File: config.mk
export PLATFORM = sky130hd
export DESIGN_NAME = mc_control_unit
export DESIGN_NICKNAME = d
export VERILOG_FILES = /design/src/rtl/mc_control_unit.sv
export SDC_FILE = /design/constraint.sdc
export NUM_CORES = 1
export LEC_CHECK = 0
export CORE_MARGIN = 8
export CORE_UTILIZATION = 37
export DETAILED_ROUTE_END_ITERATION = 10
export PLACE_DENSITY_LB_ADDON = 0.3
export SLEW_MARGIN = 30
export SYNTH_ARGS = -nofsm -noshare
export SYNTH_HDL_FRONTEND = slang
export SYNTH_SLANG_ARGS = --single-unit
File: constraint.sdc
create_clock -name clk -period 3.9 [get_ports clk]
set_input_delay 0.39 -clock clk [delete_from_list [all_inputs] [get_ports clk]]
set_output_delay 0.39 -clock clk [all_outputs]
set_load 0.02 [all_outputs]
File: src/rtl/mc_control_unit.sv
// Multi-cycle control FSM for the 8-bit datapath: sequences fetch/decode/execute,
// drives every datapath control input, and owns the NZCV flag register.
module mc_control_unit #(
    parameter logic [3:0] FLAGS_RST = 4'b0000
) (
    input  logic       clk,
    input  logic       reset,
    input  logic [3:0] cond,
    input  logic [1:0] op,
    input  logic [5:0] funct,
    input  logic [2:0] sh,
    input  logic [3:0] alu_flags,
    output logic       adr_source,
    output logic       mem_Write,
    output logic       ir_Write,
    output logic       reg_Write,
    output logic       alu_srcA,
    output logic       pc_Write,
    output logic [2:0] alu_control,
    output logic [1:0] alu_srcB,
    output logic [1:0] imm_src,
    output logic [3:0] RegSrc,
    output logic [1:0] result_src,
    output logic [2:0] shft_op,
    output logic [3:0] state_out,
    output logic [3:0] flags_q
);

    typedef enum logic [3:0] {
        FETCH  = 4'd0,
        DECODE = 4'd1,
        MEMADR = 4'd2,
        MEMRD  = 4'd3,
        MEMWB  = 4'd4,
        MEMWR  = 4'd5,
        EXECR  = 4'd6,
        EXECI  = 4'd7,
        ALUWB  = 4'd8,
        BRANCH = 4'd9
    } state_t;

    localparam logic [2:0] ALU_ADD  = 3'b000;
    localparam logic [2:0] ALU_SUB  = 3'b001;
    localparam logic [2:0] ALU_AND  = 3'b010;
    localparam logic [2:0] ALU_ORR  = 3'b011;
    localparam logic [2:0] ALU_PASS = 3'b100;

    localparam logic [3:0] CMD_AND = 4'b0000;
    localparam logic [3:0] CMD_SUB = 4'b0010;
    localparam logic [3:0] CMD_ADD = 4'b0100;
    localparam logic [3:0] CMD_CMP = 4'b1010;
    localparam logic [3:0] CMD_ORR = 4'b1100;
    localparam logic [3:0] CMD_MOV = 4'b1101;

    state_t     state, state_next;
    logic [3:0] cmd;
    logic       is_cmp;
    logic       cond_ok;
    logic       flag_n, flag_z, flag_c, flag_v;

    assign cmd    = funct[4:1];
    assign is_cmp = (cmd == CMD_CMP);
    assign {flag_n, flag_z, flag_c, flag_v} = flags_q;

    function automatic logic [2:0] alu_decode(input logic [3:0] c);
        case (c)
            CMD_ADD: alu_decode = ALU_ADD;
            CMD_SUB: alu_decode = ALU_SUB;
            CMD_AND: alu_decode = ALU_AND;
            CMD_ORR: alu_decode = ALU_ORR;
            CMD_MOV: alu_decode = ALU_PASS;
            CMD_CMP: alu_decode = ALU_SUB;
            default: alu_decode = ALU_ADD;
        endcase
    endfunction

    // Condition codes are evaluated against the architectural flags, not the live ALU flags.
    always_comb begin
        cond_ok = 1'b0;
        case (cond)
            4'b0000: cond_ok = flag_z;
            4'b0001: cond_ok = !flag_z;
            4'b0010: cond_ok = flag_c;
            4'b0011: cond_ok = !flag_c;
            4'b0100: cond_ok = flag_n;
            4'b0101: cond_ok = !flag_n;
            4'b1010: cond_ok = (flag_n == flag_v);
            4'b1011: cond_ok = (flag_n != flag_v);
            4'b1110: cond_ok = 1'b1;
            default: cond_ok = 1'b0;
        endcase
    end

    always_ff @(posedge clk or posedge reset) begin
        if (reset) begin
            state <= FETCH;
        end else begin
            state <= state_next;
        end
    end

    always_ff @(posedge clk or posedge reset) begin
        if (reset) begin
            flags_q <= FLAGS_RST;
        end else if ((state == EXECR || state == EXECI) && (funct[0] || is_cmp)) begin
            flags_q <= alu_flags;
        end
    end

    always_comb begin
        state_next  = FETCH;
        adr_source  = 1'b0;
        mem_Write   = 1'b0;
        ir_Write    = 1'b0;
        reg_Write   = 1'b0;
        alu_srcA    = 1'b0;
        pc_Write    = 1'b0;
        alu_control = ALU_ADD;
        alu_srcB    = 2'b00;
        imm_src     = 2'b00;
        RegSrc      = 4'b0000;
        result_src  = 2'b00;
        shft_op     = 3'b000;

        case (state)
            FETCH: begin
                ir_Write   = 1'b1;
                pc_Write   = 1'b1;
                alu_srcA   = 1'b1;
                alu_srcB   = 2'b10;
                result_src = 2'b10;
                state_next = DECODE;
            end
            DECODE: begin
                RegSrc[1] = (op == 2'b01);
                RegSrc[0] = (op == 2'b10);
                if (!cond_ok || op == 2'b11) begin
                    state_next = FETCH;
                end else begin
                    case (op)
                        2'b00:   state_next = funct[5] ? EXECI : EXECR;
                        2'b01:   state_next = MEMADR;
                        default: state_next = BRANCH;
                    endcase
                end
            end
            EXECR, EXECI: begin
                alu_control = alu_decode(cmd);
                if (state == EXECI) begin
                    alu_srcB = 2'b01;
                end else begin
                    shft_op = sh;
                end
                state_next = is_cmp ? FETCH : ALUWB;
            end
            ALUWB: begin
                reg_Write  = 1'b1;
                state_next = FETCH;
            end
            MEMADR: begin
                alu_srcB   = 2'b01;
                imm_src    = 2'b01;
                RegSrc[1]  = 1'b1;
                state_next = funct[0] ? MEMRD : MEMWR;
            end
            MEMRD: begin
                adr_source = 1'b1;
                state_next = MEMWB;
            end
            MEMWB: begin
                reg_Write  = 1'b1;
                result_src = 2'b01;
                state_next = FETCH;
            end
            MEMWR: begin
                adr_source = 1'b1;
                mem_Write  = 1'b1;
                RegSrc[1]  = 1'b1;
                state_next = FETCH;
            end
            BRANCH: begin
                pc_Write   = 1'b1;
                alu_srcA   = 1'b1;
                alu_srcB   = 2'b01;
                imm_src    = 2'b10;
                result_src = 2'b10;
                RegSrc[0]  = 1'b1;
                // BL links the already-incremented PC into R14 alongside the PC update.
                if (funct[4]) begin
                    reg_Write   = 1'b1;
                    RegSrc[3:2] = 2'b11;
                end
                state_next = FETCH;
            end
            default: state_next = FETCH;
        endcase

        // Reset suppresses every write-enable, even though the state decodes as FETCH.
        if (reset) begin
            mem_Write = 1'b0;
            ir_Write  = 1'b0;
            reg_Write = 1'b0;
            pc_Write  = 1'b0;
        end
    end

    assign state_out = state;

endmodule

==> metrics, run 1 <==
RSZ-0062 raised after global routing false; Final #Nets 159; Clock Pin Slew Worst Setup and Hold Paths 0.05 ns; minimum clock period 2.88 ns; post-DP HPWL 2070 um; Slew Viols, Final 0; htree depth 1; global-route wire length before repair 3900 um; GRT met2 Usage 26.5%; maximum buffer depth of the clock tree 2; Site Rows 16; synthesized flop and latch total 8; top cells by area, synth dfrtp_1 27%, nor3b_1 7.1%, nor3_1 6.1%; Final Cell Area 1260 um^2; kind of critical path register to primary output; Starting Density 38.6%; Setup Skew 0.00420 ns; Worst Hold Margin 0.508 ns; total wire length 2620 um; diode count 0; CP Cell Sequence nand3_1 > nor4_1 > clkdlybuf4s50_1; FFs w/ async S/R, synth 100%; met1 GRT Util 14.7%; commonest cells in the netlist 9 x nor3_1, 8 x dfrtp_1, 7 x inv_1, 7 x nor3b_1; Crit path buffers/inverters 1; GR Overflow Total 0; via count 898; Yosys top cell by area dfrtp_1; Top-Level Pins 51; endpoints failing setup 0; Clock Sink Count 8; status completed; Hold WC Path Type input port to async pin; max-cap check violation count 0; drt pass-1 iters 5; Post-CTS Resized 0; routing usage on met3 3.60%; Gate Count Post-Synth 91; final hold viol count 0; CTS tree built; pin count of the biggest net entering global routing 20; final worst slack 1.02 ns; routability cong. 0.788; most frequent cell after synthesis nor3_1; Setup crit end kind primary output; f_max 0.347 GHz; Placed Instance Area 1240 um^2; post-route ant nets 0; Clock Latency Late Sink 0.25 ns; register area share after synthesis 27.0%; CP top delay family simple AND/OR/NAND/NOR gates; Syn Nets 112; cts bufs inserted 3; hold_buf cts 0; initial antenna violation count 0; vias in the first global route 797; IO Port Bufs 50; static leakage 0.488 nW; busiest layer in global routing met2; Synth-to-Final Area Change 69.6%; Die Area 3690 um^2; syn_area_per_cell 8.15 um^2; DRT iter0 DRCs 17; synth warn 0; worst slack at placement 1.33 ns; share of layout cells above drive strength 1 8.09%; Slew headroom 54.0%; Final Cycle Share 73.8%; CTS root buffer clkbuf_4; Mapped Area 742 um^2; core area 1920 um^2; vias per cell 5.51; crit path max fanout 19; DR WL/cell 16.1 um; DRC errors left 0; final total negative setup slack 0 ns; Post-CTS Setup Bufs 0; Worst-Margin Slew 0.690 ns; die width 60.8 um; post-synthesis cell type count 32; CP required 3.51 ns; CP Launch Type register; slowest CP cell dfrtp_1; die height 60.8 um; Post-synth EDFFs 0; Tot GR Track Use 13.9%; WP data arrival 2.49 ns; CP peak stage delay 0.78 ns; power density cells 531 nW/um^2; Top FF cell, synth dfrtp_1; top-area cell type share of the netlist area 27.0%; VDD IR-drop max 0.330 mV
==> where the power goes <==
| part | internal, W | total (W) | switching, W |
|---|---|---|---|
| Clock | 0.0000351 | 0.0000617 | 0.0000266 |
| Combinational | 0.000223 | 0.000430 | 0.000206 |
| Sequential | 0.000108 | 0.000177 | 0.0000685 |
| Total | 0.000366 | 0.000668 | 0.000302 |
==> sequential cells by signal, indices dropped and copies added, names as in the netlist <==
register and count:
flags_q 4, state_out 4
==> logic make-up after synthesis <==
kind of cell	synth area share (%)
xor+xnor	5.90
compound gates	17.7
mux	10.1
simple gates	29.8
flops	27.0
buf+inv	9.44
==> stage by stage <==
step | std cells | utilization, % | power, W
global route | 163 | 65.5 | 0.000707
detailed placement | 160 | 64.3 | 0.000608
CTS | 163 | 65.5 | 0.000672
finish | 163 | 65.5 | 0.000668
global placement | 160 | 64.3 | 0.000600
floorplan | 91 | - | 0.000413
==> cell type report <==
| type | instances | area (um^2) |
|---|---|---|
| well taps | 27 | 33.8 |
| fillers | 168 | 663 |
| multi-input cells | 67 | 472 |
| inverters | 8 | 30.0 |
| repair buffers | 50 | 500 |
| flip-flops and latches | 8 | 200 |
| clock buffers | 3 | 22.5 |
==> cells in the final DEF (no fill, tap or decap) <==
cell type,count
o21ai_0,2
nor3b_1,7
a21oi_1,5
nor3_1,9
clkbuf_4,3
a211oi_1,2
o21bai_1,1
nor2_1,6
nand2b_1,1
inv_1,7
and2_1,1
mux2i_1,3
o31ai_1,1
dfrtp_1,8
nor4_1,6
xor2_1,4
a31o_2,1
mux2_2,4
clkdlybuf4s50_1,50
nand3_1,1
a2111oi_4,1
or3_4,1
xnor2_1,1
o41ai_1,1
o22ai_1,2
nor4b_1,2
nand2_1,3
and3_1,1
o32ai_1,1
inv_2,1
==> worst paths after layout <==
| check | start | to | slack (ns) | depth (start not counted) |
|---|---|---|---|---|
| setup / recovery | state_out[2] | alu_control[2] | 1.02 | 3 |
| hold / removal | reset | state_out[1] | 0.51 | 2 |
| setup reg to reg | state_out[0] | state_out[0] | 1.72 | 5 |
| hold reg to reg | flags_q[0] | flags_q[0] | 0.56 | 1 |
| max in group asynchronous | reset | flags_q[3] | 3.17 | 2 |
| min in group clk | flags_q[0] | flags_q[0] | 0.56 | 1 |
==> metal layers <==
| layer | routed length, um | vias up |
|---|---|---|
| met1 | 1020 | 438 |
| met2 | 1450 | 32 |
| met5 | 0 | - |
| li1 | - | 424 |
| met4 | 24 | 0 |
| met3 | 129 | 4 |
Power figures use the tool's default switching activity.
==> run 2: changes to the inputs <==
--- a/config.mk
+++ b/config.mk
@@ -5,8 +5,9 @@
 export SDC_FILE = /design/constraint.sdc
 export NUM_CORES = 1
 export LEC_CHECK = 0
+export CORE_ASPECT_RATIO = 0.6
 export CORE_MARGIN = 8
-export CORE_UTILIZATION = 37
+export CORE_UTILIZATION = 31
 export DETAILED_ROUTE_END_ITERATION = 10
 export PLACE_DENSITY_LB_ADDON = 0.3
 export SLEW_MARGIN = 30
==> constraint.sdc (replaced) <==
create_clock -name clk -period 2.3 [get_ports clk]
set_input_delay 0.23 -clock clk [delete_from_list [all_inputs] [get_ports clk]]
set_output_delay 0.23 -clock clk [all_outputs]
set_load 0.02 [all_outputs]
==> metrics, run 2 (synthesis results as in run 1) <==
status completed; kind of critical path register to primary output; clock power share 13.4%; Hold WC Path Type input port to async pin; final total negative setup slack 0 ns; Clock Pin Slew Worst Setup and Hold Paths 0.04 ns; Fill cells 199; VDD IR-drop max 0.479 mV; CP peak stage delay 0.68 ns; Tot GR Track Use 12.8%; post-route ant nets 0; global-route wire length before repair 4280 um; Worst-Margin Slew 0.465 ns; endpoints failing setup 0; Switch Pwr 0.000545 W; drt pass-1 iters 4; post-DP HPWL 2380 um; htree depth 1; minimum clock period 2.21 ns; maximum buffer depth of the clock tree 2; f_max 0.453 GHz; Finished Core Util 60.9%; GR Overflow Total 0; share of layout cells above drive strength 1 14.7%; Top-Level Pins 51; Sw Ratio 43.1%; internal cell power 0.000718 W; die width 79.2 um; vias per cell 5.28; Post-CTS Setup Bufs 0; most frequent cells in the layout 49 x clkdlybuf4s50_1, 8 x nor3_1; Die Area 4270 um^2; vias in the first global route 873; power density cells 937 nW/um^2; cells on worst reg2reg path 5; via count 914; DR WL/cell 17.0 um; routability cong. 0.811; Clock Sink Count 8; static leakage 0.550 nW; Seq pwr share 19.4%; FF+latch area 201 um^2; diode count 0; max-cap check violation count 0; WP data arrival 1.98 ns; Synth-to-Final Area Change 81.6%; Clock Latency Late Sink 0.23 ns; RSZ-0062 raised after global routing false; total wire length 2940 um; CP Launch Type register; Slew Viols, Final 0; Setup Skew 0.00429 ns; Final Cycle Share 96.0%; DRT iter0 DRCs 77; CTS tree built; Starting Density 33.5%; Setup crit end kind primary output; pin count of the biggest net entering global routing 12; slowest CP cell clkdlybuf4s50_1; initial antenna violation count 0; Slew headroom 68.6%; IO Port Bufs 50; Final #Nets 166; CTS root buffer clkbuf_8; crit path max fanout 10; Site Rows 13; core area 2210 um^2; cts bufs inserted 3; CP Cell Sequence nand2b_1 > nor4_1 > clkdlybuf4s50_1; DRC errors left 0; combinational share of power 67.2%; commonest non-fill, non-tap cell in the layout clkdlybuf4s50_1; final hold viol count 0; CP required 2.07 ns; multi-input logic area 482 um^2; die height 53.9 um
==> run 2: critical path, delay by kind of cell, from the launching register on <==
family,cells,cell delay [ns]
buf+inv,1,0.68
flops,1,0.48
simple gates,2,0.59
==> run 2: worst paths after layout <==
check | start | endpoint | slack, ns
worst max register to register | state_out[1] | state_out[0] | 0.32
worst min register to register | flags_q[0] | flags_q[0] | 0.59
max in group asynchronous | reset | state_out[2] | 1.62
worst max-delay path | state_out[1] | RegSrc[2] | 0.09
worst min-delay path | reset | state_out[3] | 0.43
min in group clk | flags_q[0] | flags_q[0] | 0.59
==> run 2: per-layer routing <==
layer | GRT usage [%] | vias up | wire, um
li1 | - | 441 | -
met1 | 15.1 | 438 | 1260
met2 | 22.3 | 35 | 1480
met3 | 3.99 | 0 | 199
met4 | 3.66 | 0 | 0
met5 | 0 | - | 0
==> run 2: what timing repair did <==
| item | 4_1_cts | 5_1_grt |
|---|---|---|
| resized for setup | 2 | 2 |
| hold buffers | 0 | 0 |
| setup endpoints to repair | 2 | 2 |
==> run 2: per-stage QoR <==
step / hold slack, ns / cells / power (W) / worst slack, ns / cell area (um^2)
3_5_place_dp: 0.579 / 170 / 0.00109 / 0.0644 / 1290
2_1_floorplan: 0.0457 / 91 / 0.000700 / 0.0847 / 742
6_report: 0.426 / 173 / 0.00126 / 0.0927 / 1350
3_3_place_gp: 0.551 / 170 / 0.00107 / 0.167 / 1290
5_1_grt: 0.475 / 173 / 0.00133 / 0.0133 / 1350
4_1_cts: 0.440 / 173 / 0.00127 / 0.0503 / 1340
==> run 2: final cells by class <==
cell class                      instances  share of cell area (%)
Timing Repair Buffer                   57                    41.2
Multi-Input combinational cell         67                    35.7
Sequential cell                         8                    14.9
Clock buffer                            3                    3.06
Tap cell                               30                    2.79
Inverter                                8                    2.23
==> run 2: power by group through the flow <==
stage | clock network, W | logic [W] | registers (W)
3_5_place_dp | 0 | 0.000845 | 0.000244
4_1_cts | 0.000173 | 0.000849 | 0.000244
6_report | 0.000169 | 0.000849 | 0.000245
2_1_floorplan | 0 | 0.000426 | 0.000274
5_1_grt | 0.000183 | 0.000895 | 0.000253
3_3_place_gp | 0 | 0.000832 | 0.000240
